===== src/rtl/imem_loader_pkg.sv =====
// Shared types and frame constants for the instruction-memory boot loader.
// Holds the FSM encoding and byte-lane/checksum rules.
package imem_loader_pkg;

  typedef enum logic [2:0] {
    S_IDLE,
    S_LEN_HI,
    S_LEN_LO,
    S_DATA,
    S_WRITE,
    S_CSUM,
    S_DONE,
    S_ERROR
  } state_t;

  localparam bit         MSB_FIRST   = 1'b1;
  localparam logic [7:0] CSUM_TARGET = 8'h00;

  function automatic logic st_rx_ready(state_t s);
    return s inside {S_LEN_HI, S_LEN_LO, S_DATA, S_CSUM};
  endfunction

  function automatic logic st_busy(state_t s);
    return !(s inside {S_IDLE, S_DONE, S_ERROR});
  endfunction

endpackage


===== src/rtl/imem_loader_if.sv =====
// Byte stream in, instruction-memory write port and status out.
// master drives the stream, slave is the loader.
interface imem_loader_if #(
  parameter int ADDR_WIDTH = 8
);
  logic                  Start;
  logic [7:0]            RxData;
  logic                  RxValid;
  logic                  RxReady;
  logic                  ImemWriteEn;
  logic [31:0]           ImemWriteAddr;
  logic [31:0]           ImemWriteData;
  logic                  CpuReset;
  logic                  Busy;
  logic                  Done;
  logic                  Error;
  logic [ADDR_WIDTH:0]   WordsLoaded;

  modport master (
    output Start, RxData, RxValid,
    input  RxReady, ImemWriteEn, ImemWriteAddr,
    input  ImemWriteData, CpuReset, Busy,
    input  Done, Error, WordsLoaded
  );

  modport slave (
    input  Start, RxData, RxValid,
    output RxReady, ImemWriteEn, ImemWriteAddr,
    output ImemWriteData, CpuReset, Busy,
    output Done, Error, WordsLoaded
  );
endinterface


===== src/rtl/imem_loader_word_assembler.sv =====
// Packs four accepted bytes into one 32-bit word.
// word_ready flags the byte that completes the word.
module loader_word_assembler
  import imem_loader_pkg::*;
(
  input  logic        i_clk,
  input  logic        i_rst,
  input  logic        i_clear,
  input  logic        i_load,
  input  logic [7:0]  i_byte,
  output logic        o_word_ready,
  output logic [31:0] o_word
);
  logic [1:0]  r_cnt;
  logic [31:0] r_word;

  always_ff @(posedge i_clk or posedge i_rst) begin
    if (i_rst) begin
      r_cnt  <= 2'd0;
      r_word <= 32'd0;
    end else if (i_clear) begin
      r_cnt  <= 2'd0;
      r_word <= 32'd0;
    end else if (i_load) begin
      r_cnt  <= r_cnt + 2'd1;
      r_word <= MSB_FIRST ? {r_word[23:0], i_byte}
                          : {i_byte, r_word[31:8]};
    end
  end

  assign o_word_ready = i_load && (r_cnt == 2'd3);
  assign o_word       = r_word;

endmodule


===== src/rtl/imem_loader.sv =====
// Framed byte-stream loader: LEN_HI LEN_LO data... CSUM.
// Keeps the CPU in reset until a load verifies.
module imem_loader
  import imem_loader_pkg::*;
#(
  parameter int ADDR_WIDTH   = 8,
  parameter bit HOLD_AT_BOOT = 1'b1
) (
  input logic          Clk,
  input logic          Reset,
  imem_loader_if.slave bus
);
  localparam logic [16:0] CAP = 17'd1 << ADDR_WIDTH;

  state_t r_state, w_next;

  logic                r_rx_ready, r_we, r_busy;
  logic                r_done, r_err, r_cpu_rst;
  logic [31:0]         r_waddr;
  logic [7:0]          r_len_hi, r_sum;
  logic [15:0]         r_len;
  logic [ADDR_WIDTH:0] r_idx, r_words;

  logic                w_xfer, w_start, w_word_ready;
  logic                w_last_word, w_len_over;
  logic [15:0]         w_len;
  logic [7:0]          w_sum_nxt;
  logic [ADDR_WIDTH:0] w_idx_nxt;
  logic [31:0]         w_word;

  assign w_xfer      = bus.RxValid && r_rx_ready;
  assign w_start     = bus.Start && !st_busy(r_state);
  assign w_len       = {r_len_hi, bus.RxData};
  assign w_len_over  = {1'b0, w_len} > CAP;
  assign w_sum_nxt   = r_sum + bus.RxData;
  assign w_idx_nxt   = r_idx + 1'b1;
  assign w_last_word = 17'(w_idx_nxt) == {1'b0, r_len};

  loader_word_assembler u_asm (
    .i_clk        (Clk),
    .i_rst        (Reset),
    .i_clear      (w_start),
    .i_load       (w_xfer && (r_state == S_DATA)),
    .i_byte       (bus.RxData),
    .o_word_ready (w_word_ready),
    .o_word       (w_word)
  );

  always_comb begin
    w_next = r_state;
    unique case (r_state)
      S_IDLE, S_DONE, S_ERROR:
        if (bus.Start) w_next = S_LEN_HI;
      S_LEN_HI:
        if (w_xfer) w_next = S_LEN_LO;
      S_LEN_LO:
        if (w_xfer) begin
          if (w_len_over)         w_next = S_ERROR;
          else if (w_len == '0)   w_next = S_CSUM;
          else                    w_next = S_DATA;
        end
      S_DATA:
        if (w_word_ready) w_next = S_WRITE;
      S_WRITE:
        w_next = w_last_word ? S_CSUM : S_DATA;
      S_CSUM:
        if (w_xfer)
          w_next = (w_sum_nxt == CSUM_TARGET) ? S_DONE : S_ERROR;
      default:
        w_next = S_IDLE;
    endcase
  end

  always_ff @(posedge Clk or posedge Reset) begin
    if (Reset) begin
      r_state    <= S_IDLE;
      r_rx_ready <= 1'b0;
      r_we       <= 1'b0;
      r_busy     <= 1'b0;
      r_done     <= 1'b0;
      r_err      <= 1'b0;
      r_cpu_rst  <= HOLD_AT_BOOT;
      r_waddr    <= '0;
      r_len_hi   <= '0;
      r_len      <= '0;
      r_sum      <= '0;
      r_idx      <= '0;
      r_words    <= '0;
    end else begin
      r_state    <= w_next;
      r_rx_ready <= st_rx_ready(w_next);
      r_busy     <= st_busy(w_next);
      r_we       <= (w_next == S_WRITE);
      if (w_xfer) r_sum <= w_sum_nxt;
      if (w_start) begin
        r_done    <= 1'b0;
        r_err     <= 1'b0;
        r_words   <= '0;
        r_idx     <= '0;
        r_sum     <= '0;
        r_cpu_rst <= 1'b1;
      end
      if (r_state == S_LEN_HI && w_xfer) r_len_hi <= bus.RxData;
      if (r_state == S_LEN_LO && w_xfer) r_len <= w_len;
      if (w_next == S_WRITE) r_waddr <= 32'({r_idx, 2'b00});
      if (r_state == S_WRITE) begin
        r_idx   <= w_idx_nxt;
        r_words <= r_words + 1'b1;
      end
      if (r_state == S_CSUM && w_next == S_DONE) begin
        r_done    <= 1'b1;
        r_cpu_rst <= 1'b0;
      end
      // CpuReset deliberately stays high on a failed load
      if ((r_state == S_LEN_LO || r_state == S_CSUM) &&
          w_next == S_ERROR)
        r_err <= 1'b1;
    end
  end

  assign bus.RxReady       = r_rx_ready;
  assign bus.ImemWriteEn   = r_we;
  assign bus.ImemWriteAddr = r_waddr;
  assign bus.ImemWriteData = w_word;
  assign bus.CpuReset      = r_cpu_rst;
  assign bus.Busy          = r_busy;
  assign bus.Done          = r_done;
  assign bus.Error         = r_err;
  assign bus.WordsLoaded   = r_words;

endmodule


===== src/flat_wrapper.sv =====
// flat-port wrapper written by rule: the top's interface ports become plain ports
module imem_loader_flat import imem_loader_pkg::*;
#(
  parameter int ADDR_WIDTH   = 8,
  parameter bit HOLD_AT_BOOT = 1'b1
)
  (Clk, Reset, bus_Start, bus_RxData, bus_RxValid, bus_RxReady, bus_ImemWriteEn, bus_ImemWriteAddr, bus_ImemWriteData, bus_CpuReset, bus_Busy, bus_Done, bus_Error, bus_WordsLoaded);
  imem_loader_if #(.ADDR_WIDTH(ADDR_WIDTH)) bus_i ();
  input logic Clk;
  input logic Reset;
  input wire logic [$bits(bus_i.Start)-1:0] bus_Start;
  input wire logic [$bits(bus_i.RxData)-1:0] bus_RxData;
  input wire logic [$bits(bus_i.RxValid)-1:0] bus_RxValid;
  output wire logic [$bits(bus_i.RxReady)-1:0] bus_RxReady;
  output wire logic [$bits(bus_i.ImemWriteEn)-1:0] bus_ImemWriteEn;
  output wire logic [$bits(bus_i.ImemWriteAddr)-1:0] bus_ImemWriteAddr;
  output wire logic [$bits(bus_i.ImemWriteData)-1:0] bus_ImemWriteData;
  output wire logic [$bits(bus_i.CpuReset)-1:0] bus_CpuReset;
  output wire logic [$bits(bus_i.Busy)-1:0] bus_Busy;
  output wire logic [$bits(bus_i.Done)-1:0] bus_Done;
  output wire logic [$bits(bus_i.Error)-1:0] bus_Error;
  output wire logic [$bits(bus_i.WordsLoaded)-1:0] bus_WordsLoaded;
  assign bus_i.Start = bus_Start;
  assign bus_i.RxData = bus_RxData;
  assign bus_i.RxValid = bus_RxValid;
  assign bus_RxReady = bus_i.RxReady;
  assign bus_ImemWriteEn = bus_i.ImemWriteEn;
  assign bus_ImemWriteAddr = bus_i.ImemWriteAddr;
  assign bus_ImemWriteData = bus_i.ImemWriteData;
  assign bus_CpuReset = bus_i.CpuReset;
  assign bus_Busy = bus_i.Busy;
  assign bus_Done = bus_i.Done;
  assign bus_Error = bus_i.Error;
  assign bus_WordsLoaded = bus_i.WordsLoaded;
  imem_loader #(.ADDR_WIDTH(ADDR_WIDTH), .HOLD_AT_BOOT(HOLD_AT_BOOT)) u_core (.Clk(Clk), .Reset(Reset), .bus(bus_i));
endmodule

===== config.mk =====
export PLATFORM = sky130hd
export DESIGN_NAME = imem_loader_flat
export DESIGN_NICKNAME = d
export VERILOG_FILES = /design/src/rtl/imem_loader_pkg.sv /design/src/rtl/imem_loader_if.sv /design/src/rtl/imem_loader_word_assembler.sv /design/src/rtl/imem_loader.sv /design/src/flat_wrapper.sv
export SDC_FILE = /design/constraint.sdc
export NUM_CORES = 1
export LEC_CHECK = 0
export ABC_AREA = 1
export CORE_ASPECT_RATIO = 0.75
export CORE_MARGIN = 2
export CORE_UTILIZATION = 57
export CTS_CLUSTER_SIZE = 30
export DETAILED_ROUTE_END_ITERATION = 12
export GPL_ROUTABILITY_DRIVEN = 1
export GPL_TIMING_DRIVEN = 0
export HOLD_SLACK_MARGIN = 0.02
export PLACE_DENSITY_LB_ADDON = 0.05
export SYNTH_ARGS = -nofsm -noshare
export SYNTH_HDL_FRONTEND = slang
export SYNTH_SLANG_ARGS = --single-unit
export TNS_END_PERCENT = 1

===== constraint.sdc =====
create_clock -name Clk -period 5.55 [get_ports Clk]
set_clock_uncertainty 0.1 [all_clocks]
set_input_delay 1.11 -clock Clk [delete_from_list [all_inputs] [get_ports Clk]]
set_output_delay 1.11 -clock Clk [all_outputs]
set_load 0.005 [all_outputs]

# Word level (Yosys, flattened, before mapping)
# Cells that the tools add are included.
# classes
n_addsub,4
order_cmp,1
eq_ne,16
muxes,24
n_reduce_logical,23
# op_table
op,count
32-bit two-way mux,2
9-bit two-way mux,3
3-bit == test (second input constant),8
3-bit two-way mux,8
9-bit by 1-bit adder with 9-bit output (second input constant),2
3-bit one-hot mux with 6 select lines,1
9-bit by 16-bit == test with 1-bit output,1
16-bit by 9-bit greater-than comparator with 1-bit output (second input constant),1
16-bit zero test,1
8-bit two-way mux,2
3-bit by 2-bit == test with 1-bit output (second input constant),4
2-bit nonzero test,5
8-bit adder,1
1-bit logical AND,8
8-bit zero test,1
3-bit by 1-bit == test with 1-bit output (second input constant),2
3-bit zero test,2
1-bit two-way mux,6
3-bit nonzero test,2
2-bit two-way mux,2
4-bit nonzero test,1
3-bit OR reduction,1
2-bit by 1-bit adder with 2-bit output (second input constant),1
2-bit == test (second input constant),1
other kinds (2),2
# totals
ff_bits,102
inputBits,12
out_inout_bits,79
word_cells,83

# Logic depth before layout (Yosys ltp)
# Gate-level depths: netlist of the first run.
# logic_depth
word_depth,8
mapped_depth,16
mapped_depth_nobuf,16

# Modules after synthesis
# From an unflattened synthesis of the first run, not the netlist that was laid out.
# unflattened
cells_unflattened,662
hier_area_um2,5393.9
# by_module_without_submodules
mod,instances,cells_per_inst,area_per_inst_um2
imem_loader,1,509,3854.9
loader_word_assembler,1,153,1539.0

# Least setup slack after synthesis of the first run
# No wires, ideal clock.
# synth_timing
kind,input -> register
from,in bus_RxData[0]
to,reg u_core.r_err (netlist: u_core.bus.Error)
setup_time_ps,117
arrival_ps,2589
required_time_ps,5333
slack_ps,2744
path_stages,14
path_cell_list,ha_1 > fa_1 > xnor2_1 > nand2_1 > nor2_1 > nand3_1 > nor2_1 > nand2_1 > nand2_1 > nand3_2 > nand2_1 > inv_1 > nand3_1 > nand2_1
# synth_between
elab_chain_len,8
word_cells_on_any_way,14
classes_between,1 x add/sub; 1 x order compare; 1 x eq/ne; 7 x mux; 4 x reduce/logical
# synth_lines
item,line_no,source
start: declaration,flat_wrapper.sv:12,input wire logic [$bits(bus_i.RxData)-1:0] bus_RxData;
8-bit adder,imem_loader.sv:35,assign w_sum_nxt = r_sum + bus.RxData;
8-bit zero test,imem_loader.sv:68,w_next = (w_sum_nxt == CSUM_TARGET) ? S_DONE : S_ERROR;
1-bit two-way mux,imem_loader.sv:68,
3-bit two-way mux,imem_loader.sv:67,if (w_xfer)
3-bit one-hot mux with 6 select lines *,imem_loader.sv:51,unique case (r_state)
via u_core.w_next[0],imem_loader.sv:15,"state_t r_state, w_next;"
3-bit == test *,imem_loader.sv:116,w_next == S_ERROR)
1-bit logical AND *,imem_loader.sv:115,if ((r_state == S_LEN_LO || r_state == S_CSUM) &&
1-bit two-way mux / 2-bit nonzero test (equally long branches),n/a,
end signal: assignment,imem_loader.sv:81,r_err <= 1'b0;
end signal: assignment,imem_loader.sv:97,r_err <= 1'b0;
end signal: assignment,imem_loader.sv:117,r_err <= 1'b1;
end: declaration,imem_loader.sv:18,"logic r_done, r_err, r_cpu_rst;"
# Mark *: on every way through the listed nets, which the timed path passes. The rest lies on a longest branch.
# A chain may end at the register's enable or synchronous reset.

# Final worst setup path of the first run
# Same ends and word-level chain as after synthesis.

==> results of run 1 <==
-- routing by layer --
layer  track usage, %  vias up
met5                0        -
met4            6.541        0
met3            5.874       20
met2            43.49      147
met1            40.70     2211
li1                 -     2210
-- final timing paths --
check	slack (ns)	end	start
min in group asynchronous	1.09	u_core.r_sum[3]$_DFFE_PP0P_	Reset
worst min register to register	0.37	u_core.bus.WordsLoaded[8]$_DFFE_PP0P_	u_core.bus.WordsLoaded[8]$_DFFE_PP0P_
worst min-delay path	0.37	u_core.bus.WordsLoaded[8]$_DFFE_PP0P_	u_core.bus.WordsLoaded[8]$_DFFE_PP0P_
max in group asynchronous	3.54	u_core.bus.CpuReset$_DFFE_PP1P_	Reset
worst max-delay path	2.17	u_core.bus.Error$_DFFE_PP0P_	bus_RxData[0]
worst max register to register	3.14	u_core.bus.Error$_DFFE_PP0P_	u_core.r_sum[0]$_DFFE_PP0P_
-- cell usage after synthesis (6+ instances only) --
library cell	count	area [sq um]
a21oi_1	8	40.04
buf_2	6	30.03
buf_4	23	172.7
clkbuf_1	9	33.78
dfrtp_1	101	2527
ha_1	10	125.1
inv_1	98	367.9
nand2_1	140	525.5
nand3_1	58	290.3
nand4_1	9	56.30
nor2_1	35	131.4
o21ai_0	56	280.3
o22ai_1	30	187.7
-- area by class of cell --
| type | count | share of cell area (%) |
|---|---|---|
| timing repair buffer | 68 | 10.98 |
| inverter | 104 | 6.176 |
| tap | 112 | 2.203 |
| sequential | 102 | 40.15 |
| clock inverter | 6 | 0.7081 |
| buffer | 40 | 3.954 |
| multi-input combinational | 409 | 32.08 |
| clock buffer | 10 | 3.757 |
-- cells by family after synthesis --
kind of cell | Yosys count | synth area share [%]
AO/OA/AOI/OAI | 107 | 11.87
XOR/XNOR | 2 | 0.3400
adder cells (fa/ha/maj) | 11 | 2.816
buffers and inverters | 144 | 12.45
flip-flops | 102 | 49.55
multiplexers | 1 | 0.1942
other | 1 | 0.07276
AND/OR/NAND/NOR | 265 | 22.70
-- state kept, by name, indices dropped and copies added, names as in the netlist, 2 cells and up --
register and cells:
u_core.r_sum 8, u_core.u_asm.o_word 32, u_core.u_asm.r_cnt 2, u_core.r_idx 9, u_core.r_len 16, u_core.bus.ImemWriteAddr 9, u_core.r_state 3, u_core.bus.WordsLoaded 9
u_core.r_len_hi 8
-- power by group through the flow --
stage	clock network, mW	registers (mW)	logic (mW)
after floorplan	0	1.07	0.753
after global placement	0	1.08	1.09
after detailed placement	0	1.09	1.13
after CTS	0.608	1.08	1.14
after global routing	0.637	1.11	1.29
final	0.607	1.09	1.15
-- stage by stage --
| stage | std cells | util, % | total power [mW] | setup WS, ns |
|---|---|---|---|---|
| detailed placement | 835 | 68.03 | 2.221 | 1.837 |
| global route | 851 | 71.20 | 3.042 | 1.991 |
| floorplan | 655 | - | 1.823 | 1.666 |
| CTS | 851 | 71.20 | 2.831 | 2.180 |
| global placement | 834 | 67.69 | 2.172 | 0.2198 |
| finish | 851 | 71.20 | 2.838 | 2.173 |
==> impl_metrics.py, run 1 <==
metrics = {
    "critical_path": {
        "cp_slowest_cell": "clkdlybuf4s50_1",
        "worstPathArrival_ns": 3.52,
        "critPathKind": "in -> reg",
        "cp-start-kind": "input pin",
        "crit_chain": "clkdlybuf4s50_1 -> ha_1 -> fa_1 -> xnor2_1 -> nand2_1 -> nor2_1 -> nand3_1 -> nor2_1 -> nand2_1 -> nand2_1 -> nand3_2 -> nand2_1 -> inv_1 -> nand3_1 -> nand2_1",
        "critPathMaxStageDelay_ns": 0.52,
        "cp-end-kind": "register",
        "crit_required_ns": 5.69,
        "path_depth": 15,
        "r2r.worst_path.cells": 14,
        "crit_top_cell": "nand2_1",
        "path_delay_family": "simple AND/OR/NAND/NOR gates",
        "critPathBufInv": 2,
        "cp_max_fo": 5,
    },
    "routing": {
        "vias": 4588,
        "drc": 0,
        "wl_per_cell_um": 15.29,
        "wl_met3_um": 817,
        "wl_met1_um": 6143,
        "viasPerCell": 5.391,
        "highest_layer": "met4",
        "drtPass1Iterations": 5,
        "wl_um": 13010,
        "drtIter0Drc": 400,
        "drtAntennaViolNets": 0,
        "route.met2.wl_um": 5872,
    },
    "power": {
        "comb_power_share_pct": 40.4,
        "max-vdd-ir-drop_uv": 206.9,
        "swShare_pct": 39.32,
        "pwr-share-clk_pct": 21.4,
        "powerDensity_nw_per_um2": 446.1,
        "power_switching_mw": 1.116,
        "leakage_nw": 3.068,
        "intPower_mw": 1.722,
        "seqPwrFrac_pct": 38.3,
    },
    "floorplanning": {
        "ios": 91,
        "die-area_sq_um": 9826,
        "core-area_sq_um": 8934,
        "die_h_um": 86.35,
        "num_rows": 30,
        "start_util_pct": 57.69,
        "die_w_um": 113.8,
    },
    "placement": {
        "placed_cell_area_sq_um": 6077,
        "hpwl_um": 9683,
        "port_buffers": 67,
        "gp_congestion": 1.013,
    },
    "global_route": {
        "grt_pass1_vias": 4268,
        "grtUsageTotal_pct": 27.90,
        "grt_max_degree": 58,
        "overflow": 0,
        "antenna_found_initial": 0,
        "grt_pass1_wl_um": 21220,
    },
    "sta": {
        "slew_headroom_pct": 59.83,
        "hold_viol": 0,
        "period_share_pct": 60.85,
        "post-route-min-period_ns": 3.377,
        "worst_slew_pin_slew_ns": 0.6025,
        "setup_viol": 0,
        "whs_ns": 0.3669,
        "finalSetupTns_ns": 0,
        "clock.fmax_ghz": 0.2961,
        "grt_setup_unrepaired": "no",
        "slew_viol_final": 0,
    },
    "hold_path": {
        "whs_path_depth": 1,
        "hold_class": "reg -> reg",
    },
    "job": {
        "drv_cap": 0,
    },
    "synth": {
        "synth_edf_count": 0,
        "seq_area_frac_synth_pct": 49.55,
        "yosys_warnings": 0,
        "netlist_area_sq_um": 5154,
        "synth_async_sr_flop_share_pct": 100.0,
        "syn_area_per_cell_sq_um": 8.142,
        "synthDistinctLibCells": 38,
        "ys_seq_elements": 102,
        "syn_inst": 633,
        "synthFlopType": "dfrtp_1",
    },
    "clocking": {
        "cts.sinks": 102,
        "numCtsBuffers": 9,
        "cts_hold_buf": 0,
        "ctsHtreeMaxLevel": 3,
        "path_clk_slew_ns": 0.07,
        "cts_buffer_depth": 2,
        "cts-resized-gates": 0,
        "clk_latency_ns": 0.35,
        "cts_root_buf": "clkbuf_16",
        "cts_tree": "done",
        "cts_setup_buffers": 0,
    },
    "cells_and_area": {
        "n_fill_cell": 722,
        "area_growth_syn_to_layout_pct": 23.43,
        "regArea_sq_um": 2554,
        "drive_gt1_share_pct": 9.472,
        "n_antenna_cell": 0,
        "layout_common_cells": "nand2_1 (140), dfrtp_1 (101), inv_1 (97)",
        "multi_input_area_sq_um": 2041,
        "fin_area_sq_um": 6361,
        "final_common_cell": "nand2_1",
        "finalNetCount": 757,
    },
    "outcome": {
        "status": "complete, no violations",
    },
}
(Power assumes the default switching activity.)
==> run 2: changes to the inputs <==
Settings changed: CORE_UTILIZATION 57 to 53.
Clock period 5.55 ns to 3.35 ns, I/O delays scaled along.
==> impl_metrics.py, run 2 (synthesis gave the netlist of run 1 again) <==
metrics = {
    "critical_path": {
        "r2r.worst_path.cells": 14,
        "cp-start-kind": "input pin",
        "crit_chain": "clkdlybuf4s50_1 -> ha_1 -> fa_1 -> xnor2_1 -> nand2_1 -> nor2_1 -> nand3_1 -> nor2_1 -> nand2_1 -> nand2_1 -> nand3_2 -> nand2_1 -> inv_1 -> nand3_1 -> nand2_1",
        "crit_required_ns": 3.49,
        "cp_max_fo": 5,
        "timing.rr.start": "u_core.r_sum[0]$_DFFE_PP0P_",
        "crit_top_cell": "nand2_1",
        "critPathBufInv": 2,
        "rr_endpoint": "u_core.bus.Error$_DFFE_PP0P_",
        "path_delay_family": "simple AND/OR/NAND/NOR gates",
        "cp-end-kind": "register",
        "worstPathArrival_ns": 3.11,
        "path_depth": 15,
        "critPathMaxStageDelay_ns": 0.51,
        "critPathKind": "in -> reg",
        "rrSetupSlack_ns": 0.89,
        "cp_slowest_cell": "clkdlybuf4s50_1",
    },
    "floorplanning": {
        "die-area_sq_um": 10540,
        "start_util_pct": 54.01,
        "die_w_um": 117.9,
        "ios": 91,
        "die_h_um": 89.40,
        "core-area_sq_um": 9542,
        "num_rows": 31,
    },
    "hold_path": {
        "hold_class": "reg -> reg",
        "holdPathEnd": "u_core.bus.WordsLoaded[8]$_DFFE_PP0P_",
        "hold_start": "u_core.bus.WordsLoaded[8]$_DFFE_PP0P_",
        "whs_path_depth": 1,
    },
    "routing": {
        "drtAntennaViolNets": 0,
        "viasPerCell": 5.234,
        "wl_per_cell_um": 14.85,
        "vias": 4569,
        "drtIter0Drc": 278,
        "drtPass1Iterations": 5,
        "drc": 0,
        "wl_um": 12960,
    },
    "power": {
        "pwr-share-clk_pct": 22.3,
        "leakage_nw": 3.092,
        "power_mw": 4.748,
        "seqPwrFrac_pct": 37.8,
        "max-vdd-ir-drop_uv": 310.7,
        "power_switching_mw": 1.819,
        "comb_power_share_pct": 39.9,
        "swShare_pct": 38.32,
        "powerDensity_nw_per_um2": 737.7,
        "intPower_mw": 2.929,
    },
    "placement": {
        "port_buffers": 67,
        "gp_congestion": 0.9060,
        "hpwl_um": 9929,
        "placed_cell_area_sq_um": 6136,
    },
    "global_route": {
        "grt_pass1_vias": 4294,
        "overflow": 0,
        "antenna_found_initial": 0,
        "grt_pass1_wl_um": 20920,
        "grt_max_degree": 30,
        "grtUsageTotal_pct": 25.27,
    },
    "cells_and_area": {
        "layout_common_cells": "nand2_1 (140), dfrtp_1 (101), inv_1 (97)",
        "final_common_cell": "nand2_1",
        "largest_reg_flops": 32,
        "n_antenna_cell": 0,
        "n_fill_cell": 817,
        "drive_gt1_share_pct": 9.582,
        "area_growth_syn_to_layout_pct": 24.88,
        "regArea_sq_um": 2554,
        "multi_input_area_sq_um": 2041,
        "fin_area_sq_um": 6436,
        "finalNetCount": 759,
    },
    "clocking": {
        "cts_setup_buffers": 0,
        "clk_latency_ns": 0.35,
        "cts_tree": "done",
        "cts_root_buf": "clkbuf_16",
        "path_clk_slew_ns": 0.07,
        "cts_buffer_depth": 2,
        "cts-resized-gates": 0,
        "cts_hold_buf": 0,
        "cts.sinks": 102,
        "ctsHtreeMaxLevel": 3,
        "numCtsBuffers": 9,
    },
    "job": {
        "drv_cap": 0,
    },
    "sta": {
        "setup_viol": 0,
        "slew_headroom_pct": 59.00,
        "worst_slew_pin_slew_ns": 0.6137,
        "clock.fmax_ghz": 0.3369,
        "slew_viol_final": 0,
        "post-route-min-period_ns": 2.968,
        "finalSetupTns_ns": 0,
        "grt_setup_unrepaired": "no",
        "period_share_pct": 88.61,
        "hold_viol": 0,
    },
    "outcome": {
        "status": "complete, no violations",
    },
}
[run 2: worst reg2reg max path: cells and delay by family (launching register included)]
kind | cells | cell delay [ns]
and+or+nand+nor | 10 | 0.96
xor gates and xnor gates | 1 | 0.19
DFF | 1 | 0.39
adders and majority gates | 2 | 0.69
buffers and inverters | 1 | 0.04
[run 2: routing by layer]
| metal | global-route usage (%) | up-vias | share of wire [%] |
|---|---|---|---|
| met2 | 39.48 | 162 | 44 |
| met5 | 0 | - | 0 |
| met1 | 36.54 | 2175 | 49 |
| li1 | - | 2216 | - |
| met3 | 4.656 | 16 | 5.7 |
| met4 | 7.448 | 0 | 1.2 |
[run 2: per-stage QoR]
| stage | hold slack [ns] | utilization (%) | instances | setup WS, ns |
|---|---|---|---|---|
| CTS | 0.3715 | 67.45 | 873 | 0.4308 |
| detailed placement | 0.3582 | 64.31 | 857 | 0.06659 |
| global route | 0.3925 | 67.45 | 873 | 0.2313 |
| finish | 0.3690 | 67.45 | 873 | 0.3817 |
| floorplan | 0.3394 | - | 655 | 0.9839 |
| global placement | 0.3520 | 63.68 | 854 | 0.06768 |
[run 2: cell type report]
type	instances	area share [%]
flip-flops and latches	102	39.68
well taps	132	2.566
clock inverters	5	0.8942
clock buffers	11	3.771
inverters	104	6.124
multi-input cells	409	31.71
plain buffers	40	3.907
repair buffers	70	11.35
[run 2: power groups by stage]
stage	combinational [mW]	clock, mW	sequential (mW)
after detailed placement	1.88	0	1.81
after global placement	1.81	0	1.80
final	1.89	1.06	1.80
after floorplan	1.25	0	1.77
after global routing	2.15	1.12	1.83
after CTS	1.89	1.07	1.79
[run 2: worst max path at each step]
stage | from | endpoint | slack [ns]
floorplan | bus_RxData[0] | u_core.bus.Error$_DFFE_PP0P_ | 0.98
global placement | bus_RxData[0] | u_core.bus.Error$_DFFE_PP0P_ | 0.07
detailed placement | bus_RxData[0] | u_core.bus.Error$_DFFE_PP0P_ | 0.07
CTS | bus_RxData[0] | u_core.bus.Error$_DFFE_PP0P_ | 0.43
global route | bus_RxData[0] | u_core.bus.Error$_DFFE_PP0P_ | 0.23
finish | bus_RxData[0] | u_core.bus.Error$_DFFE_PP0P_ | 0.38
==> run 3: changes to the inputs <==
--- a/config.mk
+++ b/config.mk
@@ -10,3 +10,4 @@
 export CORE_MARGIN = 2
-export CORE_UTILIZATION = 53
+export CORE_UTILIZATION = 55
+export CTS_BUF_LIST = sky130_fd_sc_hd__clkbuf_2 sky130_fd_sc_hd__clkbuf_4 sky130_fd_sc_hd__clkbuf_8
 export CTS_CLUSTER_SIZE = 30
==> constraint.sdc (replaced) <==
create_clock -name Clk -period 2.8 [get_ports Clk]
set_clock_uncertainty 0.1 [all_clocks]
set_input_delay 0.56 -clock Clk [delete_from_list [all_inputs] [get_ports Clk]]
set_output_delay 0.56 -clock Clk [all_outputs]
set_load 0.05 [all_outputs]
==> impl_metrics.py, run 3 (synthesis gave the netlist of run 1 again) <==
metrics = {
    "sta": {
        "finalSetupTns_ns": 0,
        "post-route-min-period_ns": 2.560,
        "grt_setup_unrepaired": "no",
        "period_share_pct": 91.44,
        "setup_viol": 0,
        "clock.fmax_ghz": 0.3906,
        "fin_ws_ns": 0.2396,
        "slew_viol_final": 0,
        "hold_viol": 0,
        "slew_headroom_pct": 63.33,
        "worst_slew_pin_slew_ns": 0.5488,
    },
    "global_route": {
        "grt_pass1_vias": 4156,
        "antenna_found_initial": 0,
        "grt_pass1_wl_um": 20210,
        "grtUsageTotal_pct": 25.92,
        "grt_max_degree": 42,
        "overflow": 0,
    },
    "critical_path": {
        "crit_required_ns": 2.98,
        "crit_chain": "clkdlybuf4s50_1 -> fa_2 -> xnor2_1 -> nand2_1 -> nor2_1 -> nand3_1 -> nor2_1 -> nand2_1 -> nand2_1 -> nand3_2 -> nand2_1 -> inv_1 -> nand3_1 -> nand2_1",
        "cp_max_fo": 5,
        "cp_slowest_cell": "clkdlybuf4s50_1",
        "path_delay_family": "simple AND/OR/NAND/NOR gates",
        "critPathMaxStageDelay_ns": 0.57,
        "crit_top_cell": "nand2_1",
        "worstPathArrival_ns": 2.74,
        "critPathKind": "in -> reg",
        "crit_path_start": "bus_RxData[1]",
        "cp-end-kind": "register",
        "rrSetupSlack_ns": 0.47,
        "critPathBufInv": 2,
        "timing.rr.start": "u_core.r_sum[0]$_DFFE_PP0P_",
        "cp-start-kind": "input pin",
    },
    "clocking": {
        "numCtsBuffers": 9,
        "cts_tree": "done",
        "path_clk_slew_ns": 0.10,
        "cts_buffer_depth": 2,
        "cts_hold_buf": 0,
        "ctsHtreeMaxLevel": 3,
        "cts.sinks": 102,
        "cts_root_buf": "clkbuf_8",
        "clk_latency_ns": 0.38,
    },
    "floorplanning": {
        "die-area_sq_um": 10170,
        "die_h_um": 87.83,
        "die_w_um": 115.8,
        "core-area_sq_um": 9084,
        "start_util_pct": 56.74,
        "ios": 91,
        "num_rows": 30,
    },
    "routing": {
        "drc": 0,
        "wl_per_cell_um": 14.57,
        "vias": 4540,
        "wl_um": 12650,
        "drtIter0Drc": 273,
        "viasPerCell": 5.230,
        "drtPass1Iterations": 5,
        "drtAntennaViolNets": 0,
    },
    "power": {
        "power_mw": 5.864,
        "leakage_nw": 3.029,
        "powerDensity_nw_per_um2": 930.7,
        "max-vdd-ir-drop_uv": 391.3,
    },
    "cells_and_area": {
        "finalNetCount": 758,
        "drive_gt1_share_pct": 9.730,
        "layout_common_cells": "nand2_1 (140), dfrtp_1 (101), inv_1 (97)",
        "n_fill_cell": 754,
        "fin_area_sq_um": 6301,
        "final_cell_count_no_fill": 868,
        "n_antenna_cell": 0,
        "largest_reg_flops": 32,
        "area_growth_syn_to_layout_pct": 22.26,
        "final_common_cell": "nand2_1",
    },
    "hold_path": {
        "hold_class": "reg -> reg",
        "hold_start": "u_core.bus.WordsLoaded[8]$_DFFE_PP0P_",
    },
    "outcome": {
        "status": "complete, no violations",
    },
    "placement": {
        "dp.cells": 852,
        "placed_cell_area_sq_um": 6111,
        "place_ws_ns": -0.4330,
        "port_buffers": 67,
        "gp_congestion": 0.9654,
        "hpwl_um": 9661,
    },
    "job": {
        "drv_cap": 0,
    },
}
run 3: where the power goes:
part / leakage [nW] / internal [mW] / switching (mW) / total (mW)
logic: 1.57 / 0.906 / 1.91 / 2.82
clock network: 0.0964 / 0.386 / 0.517 / 0.902
registers: 1.36 / 1.88 / 0.268 / 2.14
run 3: final cells by class:
| type | instances | area [sq um] | area share (%) |
|---|---|---|---|
| repair buffers | 69 | 709.4 | 11.26 |
| clock buffers | 12 | 158.9 | 2.522 |
| plain buffers | 40 | 251.5 | 3.991 |
| inverters | 104 | 394.1 | 6.255 |
| well taps | 128 | 160.2 | 2.542 |
| flip-flops and latches | 102 | 2554 | 40.53 |
| clock inverters | 4 | 30.03 | 0.4766 |
| multi-input cells | 409 | 2043 | 32.43 |
run 3: worst reg2reg max path: stages (launching register included):
cell     delay (ns)
dfrtp_1        0.40
ha_1           0.23
fa_2           0.39
xnor2_1        0.16
nand2_1        0.08
nor2_1         0.11
nand3_1        0.08
nor2_1         0.09
nand2_1        0.09
nand2_1        0.08
nand3_2        0.13
nand2_1        0.09
inv_1          0.05
nand3_1        0.10
nand2_1        0.06
run 3: final timing paths:
check | end | depth (start not counted)
setup / recovery | u_core.bus.Error$_DFFE_PP0P_ | 14
hold / removal | u_core.bus.WordsLoaded[8]$_DFFE_PP0P_ | 1
setup reg to reg | u_core.bus.Error$_DFFE_PP0P_ | 14
hold reg to reg | u_core.bus.WordsLoaded[8]$_DFFE_PP0P_ | 1
max in group asynchronous | u_core.bus.CpuReset$_DFFE_PP1P_ | 4
min in group asynchronous | u_core.bus.WordsLoaded[1]$_DFFE_PP0P_ | 2
run 3: repair_timing:
action / 4_1_cts / 5_1_grt
setup buffers: 0 / 0
resized for setup: 1 / 1
setup endpoints to repair: 1 / 1
run 3: through the flow:
step           utilization (%)  hold WS [ns]
3_5_place_dp             67.27        0.3601
4_1_cts                  69.34        0.3774
5_1_grt                  69.37        0.4142
6_report                 69.37        0.3727
2_1_floorplan                -        0.3394
3_3_place_gp             66.83        0.3530
run 3: metal layers:
metal | share of wire (%) | vias to the layer above | wire [um] | track usage, %
li1 | - | 2196 | - | -
met1 | 49 | 2192 | 6218 | 38.97
met2 | 44 | 138 | 5532 | 38.65
met3 | 5.8 | 14 | 728 | 5.190
met4 | 1.4 | 0 | 171 | 6.926
met5 | 0 | - | 0 | 0
